==> src/rtl/jump_ctrl.sv <==
// Control-transfer sequencer: PC redirect, wrong-path squash, load-use bubble, mem-stall freeze, misaligned-target trap.
// Outputs decode combinationally from state and live inputs; pc_target is registered. Optional counter under JUMP_STATS_EN.
module jump_ctrl #(
    parameter int XLEN         = 32,
    parameter int FLUSH_CYCLES = 2
) (
    input  logic            clk,
    input  logic            rst,
    input  logic            clk_en,
    input  logic            jump_valid,
    input  logic            jump_taken,
    input  logic [XLEN-1:0] jump_target,
    input  logic            load_use_hazard,
    input  logic            mem_stall,
    input  logic            trap_ack,
    output logic            pc_sel,
    output logic [XLEN-1:0] pc_target,
    output logic            stall_if,
    output logic            stall_id,
    output logic            flush_if_id,
    output logic            flush_id_ex,
    output logic            misalign_exc,
`ifdef JUMP_STATS_EN
    output logic [31:0]     jump_count,
    input  logic            jump_count_clr,
`endif
    output logic            busy
);

    typedef enum logic [1:0] {RUN, REDIRECT, SQUASH, TRAP} state_t;

    localparam logic [1:0] SQ_INIT = (FLUSH_CYCLES > 1) ? 2'(FLUSH_CYCLES - 2) : 2'd0;

    state_t            state_q, state_d;
    logic [1:0]        sq_cnt_q, sq_cnt_d;
    logic [XLEN-1:0]   pc_target_q, pc_target_d;

    logic advance;
    logic jump_take;
    logic misaligned;

    assign advance    = clk_en & ~mem_stall;
    assign jump_take  = jump_valid & jump_taken;
    assign misaligned = |jump_target[1:0];
    assign pc_target  = pc_target_q;

    always_ff @(posedge clk or posedge rst) begin
        if (rst) begin
            state_q     <= RUN;
            sq_cnt_q    <= 2'd0;
            pc_target_q <= '0;
        end else begin
            state_q     <= state_d;
            sq_cnt_q    <= sq_cnt_d;
            pc_target_q <= pc_target_d;
        end
    end

    always_comb begin
        state_d     = state_q;
        sq_cnt_d    = sq_cnt_q;
        pc_target_d = pc_target_q;
        if (advance) begin
            case (state_q)
                RUN: begin
                    // Misaligned targets are still captured so the trap handler can inspect them.
                    if (jump_take) begin
                        pc_target_d = jump_target;
                        state_d     = misaligned ? TRAP : REDIRECT;
                    end
                end
                REDIRECT: begin
                    if (FLUSH_CYCLES <= 1) begin
                        state_d = RUN;
                    end else begin
                        sq_cnt_d = SQ_INIT;
                        state_d  = SQUASH;
                    end
                end
                SQUASH: begin
                    if (sq_cnt_q == 2'd0) state_d = RUN;
                    else                  sq_cnt_d = sq_cnt_q - 2'd1;
                end
                TRAP: begin
                    if (trap_ack) state_d = RUN;
                end
                default: state_d = RUN;
            endcase
        end
    end

    always_comb begin
        pc_sel       = 1'b0;
        stall_if     = 1'b0;
        stall_id     = 1'b0;
        flush_if_id  = 1'b0;
        flush_id_ex  = 1'b0;
        misalign_exc = 1'b0;
        busy         = (state_q != RUN);
        case (state_q)
            RUN: begin
                // A taken jump makes the ID instruction wrong-path, so its hazard is moot.
                if (load_use_hazard && !jump_take) begin
                    stall_if    = 1'b1;
                    stall_id    = 1'b1;
                    flush_id_ex = 1'b1;
                end
            end
            REDIRECT: begin
                pc_sel      = 1'b1;
                flush_if_id = 1'b1;
                flush_id_ex = 1'b1;
            end
            SQUASH: flush_if_id = 1'b1;
            TRAP: begin
                stall_if     = 1'b1;
                stall_id     = 1'b1;
                flush_id_ex  = 1'b1;
                misalign_exc = 1'b1;
            end
            default: ;
        endcase
        if (mem_stall) begin
            stall_if    = 1'b1;
            stall_id    = 1'b1;
            pc_sel      = 1'b0;
            flush_if_id = 1'b0;
            flush_id_ex = 1'b0;
        end
    end

`ifdef JUMP_STATS_EN
    logic [31:0] jump_count_q, jump_count_d;
    logic        redirect_evt;

    assign redirect_evt = advance && (state_q == RUN) && jump_take && !misaligned;
    assign jump_count   = jump_count_q;

    always_comb begin
        jump_count_d = jump_count_q;
        if (advance && jump_count_clr) jump_count_d = 32'd0;
        else if (redirect_evt)         jump_count_d = jump_count_q + 32'd1;
    end

    always_ff @(posedge clk or posedge rst) begin
        if (rst) jump_count_q <= 32'd0;
        else     jump_count_q <= jump_count_d;
    end
`endif

endmodule

==> config.mk <==
export PLATFORM = sky130hd
export DESIGN_NAME = jump_ctrl
export DESIGN_NICKNAME = d
export VERILOG_FILES = /design/src/rtl/jump_ctrl.sv
export SDC_FILE = /design/constraint.sdc
export NUM_CORES = 1
export LEC_CHECK = 0
export CAP_MARGIN = 20
export CORE_AREA = 10 10 75 77
export CTS_BUF_LIST = sky130_fd_sc_hd__clkbuf_8
export DETAILED_ROUTE_END_ITERATION = 8
export DIE_AREA = 0 0 85 87
export HOLD_SLACK_MARGIN = 0.15
export PLACE_DENSITY = 0.77
export SLEW_MARGIN = 5
export SYNTH_ARGS = -nofsm -noshare
export SYNTH_HDL_FRONTEND = slang
export SYNTH_SLANG_ARGS = --single-unit
==> constraint.sdc <==
create_clock -name clk -period 2.4 [get_ports clk]
set_input_delay 0.36 -clock clk [delete_from_list [all_inputs] [get_ports clk]]
set_output_delay 0.36 -clock clk [all_outputs]
set_load 0.01 [all_outputs]
==> summary.md <==
| Metric | Value |
|---|---|
| Chip Width | 85 um |
| Number of register bits inferred by synthesis | 36 |
| Vias after detailed routing | 1201 |
| MaxCap Viol Count | 0 |
| Critical path endpoint | stall_id |
| Total negative slack for setup checks | 0 ns |
| Clock latency of the later-clocked register in the worst-skew pair | 0.29 ns |
| DP Area | 2520 um2 |
| Starting density of the core | 40.5% |
| Commonest non-fill, non-tap cells in the layout | sky130_fd_sc_hd__clkdlybuf4s50_1 (76), sky130_fd_sc_hd__dfrtp_1 (36), sky130_fd_sc_hd__mux2_4 (30) |
| Crit Reg-Reg Startpoint | state_q[0]$_DFFE_PP0P_ |
| Internal Power | 2.08 mW |
| TritonRoute pass-1 iters | 4 |
| Setup repair after global routing missed its margin | false |
| Filler Cell Count | 325 |
| Power density of the placed cells | 1140 nW/um2 |
| Fin nets | 238 |
| Clock edge transition at the registers on the reported setup and hold paths | 0.08 ns |
| Num CTS Buffers | 5 |
| Final-report hold violation count | 0 |
| Total wirelength of the detailed-routed design | 4.54 mm |
| Y dimension of the die | 87 um |
| Origin of the worst setup path | state_q[0]$_DFFE_PP0P_ |
| Maximum VDD drop | 497 uV |
| Hold-fix buffers, CTS | 0 |
| Kind of end point of the critical path | output port |
| Element type at the critical path start | flop |
| Synth Instances | 110 |
| HP Class | input pin to asynchronous set/reset pin |
| Post-CTS setup-driven buffer insertion count | 0 |
| Ant. Diodes | 0 |
| HPWL after detailed placement | 3.47 mm |
| Count of unique library cells instantiated by Yosys | 29 |
| Leftover overflow at the end of global routing | 0 |
| Number of placement rows | 24 |
| Final weighted congestion of routability-driven global placement | 0.802 |
| Core ar. | 4230 um2 |
| Slew at the pin closest to its max-slew limit | 0.501 ns |
| Final clock period utilization by the worst path | 94.9% |
| Final setup viols | 0 |
| Post-synthesis cell area | 1720 um2 |
| Worst EP required | 2.04 ns |
| Worst-case reg-to-reg path depth | 6 |
| Setup clock skew after layout | 0.0112 ns |
| Mapped Nets | 155 |
| Number of H-tree branching levels | 2 |
| Timing-limited maximum frequency | 439 MHz |
| Number of buffers added on ports | 78 |
| Antenna violations before repair | 0 |
| Post-Syn Area per Cell | 15.6 um2 |
| Switching power | 0.914 mW |
| Data arrival at the endpoint of the critical path | 1.92 ns |
| Global-route wire length before repair | 7.36 mm |
| Clock group share of total power | 13.8% |
| Warnings from Yosys | 0 |
| Cell leakage power | 1.23 nW |
| Vias in the first global route | 1312 |
| Routed vias/inst | 4.88 |
| Area Overhead vs Synth | 52.4% |
| Final std cell area, no fill | 2620 um2 |
| Remaining antenna violation count | 0 |
| Total count of max-transition violations in the final report | 0 |
| Outcome | finished, final reports clean |
| Combinational fraction of design power | 50.8% |
| Gr usage total | 12.6% |
| Cell at the root of the clock tree | sky130_fd_sc_hd__clkbuf_8 |
| Switching portion of total power | 30.6% |
| Number of clock sinks seen by CTS | 36 |
| Share of total power in sequential cells | 35.3% |
| Share of the yosys chip area belonging to registers | 52.5% |
| Remaining DRCs | 0 |
| Start-to-end type of the worst setup path | flop to output port |
| Layout cells sized above 1 | 26.3% |
| Final Power | 2.99 mW |
| Final routed wire length divided by cell count | 18.5 um |
| Largest net degree at the start of global routing | 37 |
| Hold Worst Slack | 0.477 ns |
| Detailed router's first-iteration violation count | 57 |
| Max clock buf depth | 2 |
| Post-layout minimum cycle time | 2.28 ns |
| Worst setup slack for register-to-register paths | 0.42 ns |
| Capture point of the worst reg-to-reg path | pc_target[12]$_DFFE_PP0P_ |
| # IOs | 79 |
| Critical-path maximum fanout | 5 |
| Leading cell type in the layout, fill and taps excluded | sky130_fd_sc_hd__clkdlybuf4s50_1 |
| TritonCTS clock tree | done |
| Worst-case headroom to the max-slew limit | 65.7% |
| Die Footprint | 7400 um2 |
[per-stage QoR]
step                      instances  util, %  setup WS (ns)
final                           246     61.8          0.123
after global routing            246     61.8         0.0144
after CTS                       246     61.7         0.0366
after detailed placement        238     59.5         0.0632
after global placement          238     59.5          0.204
after floorplan                 110        -          0.571
[logic make-up (layout without fill, tap and decap cells)]
logic type      Yosys count  in the layout  share of synthesized area [%]
mux                      32             32                           27.6
fa+ha+maj                 5              5                           3.64
compound gates           13             13                           5.76
buf+inv                  12             96                           6.12
flops                    36             36                           52.5
simple gates             12             12                           4.45
[synthesized netlist by cell type (all sizes together)]
| library cell | count | area (um2) |
|---|---|---|
| a2111oi | 1 | 8.76 |
| a211oi | 1 | 7.51 |
| a21oi | 1 | 5.00 |
| a22o | 2 | 17.5 |
| a31oi | 1 | 6.26 |
| and2b | 1 | 8.76 |
| buf | 5 | 78.8 |
| dfrtp | 36 | 901 |
| ha | 5 | 62.6 |
| inv | 7 | 26.3 |
| mux2 | 32 | 473 |
| nand2 | 3 | 11.3 |
| nand2b | 1 | 13.8 |
| nor2 | 1 | 3.75 |
| nor2b | 2 | 12.5 |
| nor4 | 1 | 6.26 |
| o2111a | 1 | 11.3 |
| o21ai | 1 | 5.00 |
| o21bai | 2 | 15.0 |
| o22a | 1 | 8.76 |
| o22ai | 1 | 6.26 |
| o31ai | 1 | 7.51 |
| or2 | 1 | 6.26 |
| or3 | 2 | 13.8 |
[worst min-delay path by stage]
stage,startpoint,endpoint,cells after the start
final,rst,pc_target[26]$_DFFE_PP0P_,3
after global routing,rst,pc_target[24]$_DFFE_PP0P_,3
after CTS,rst,pc_target[24]$_DFFE_PP0P_,3
after detailed placement,pc_target[9]$_DFFE_PP0P_,pc_target[9]$_DFFE_PP0P_,1
after global placement,pc_target[31]$_DFFE_PP0P_,pc_target[31]$_DFFE_PP0P_,1
after floorplan,sq_cnt_q[1]$_DFFE_PP0P_,sq_cnt_q[1]$_DFFE_PP0P_,1
[repair_timing]
item,CTS,global route
gates resized for setup,2,2
pin swaps,0,0
endpoints found under the setup margin,1,2
[flip-flops by register name, indices dropped and copies added (netlist names)]
signal and flops:
sq_cnt_q 2, state_q 2, pc_target 32
[routing by layer]
metal	up-vias	track usage, %	part of all wire (%)
met5	-	0	0
met4	0	3.59	0.42
met3	4	6.55	10
met2	66	18.0	45
met1	575	16.0	44
li1	556	-	-
[final cells by class]
type	instances	area (um2)	share of cell area [%]
Sequential cell	36	901	34.4
Inverter	7	26.3	1.00
Multi-Input combinational cell	62	719	27.5
Timing Repair Buffer	81	817	31.2
Tap cell	52	65.1	2.49
Clock inverter	3	18.8	0.717
Clock buffer	5	68.8	2.63
[critical path, cell delays in order (launching register included)]
cell and delay (ns):
sky130_fd_sc_hd__dfrtp_1 0.42, sky130_fd_sc_hd__inv_1 0.10, sky130_fd_sc_hd__ha_2 0.23, sky130_fd_sc_hd__a31oi_1 0.14, sky130_fd_sc_hd__o21bai_1 0.19, sky130_fd_sc_hd__clkdlybuf4s50_1 0.57
[power groups by stage]
stage	Combinational [mW]	Sequential (mW)	Clock, mW
3_3_place_gp	1.49	1.05	0
6_report	1.52	1.06	0.414
3_5_place_dp	1.52	1.07	0
5_1_grt	1.63	1.10	0.458
4_1_cts	1.54	1.06	0.432
2_1_floorplan	0.587	1.17	0
No activity file was read; power rests on OpenSTA's default activity.
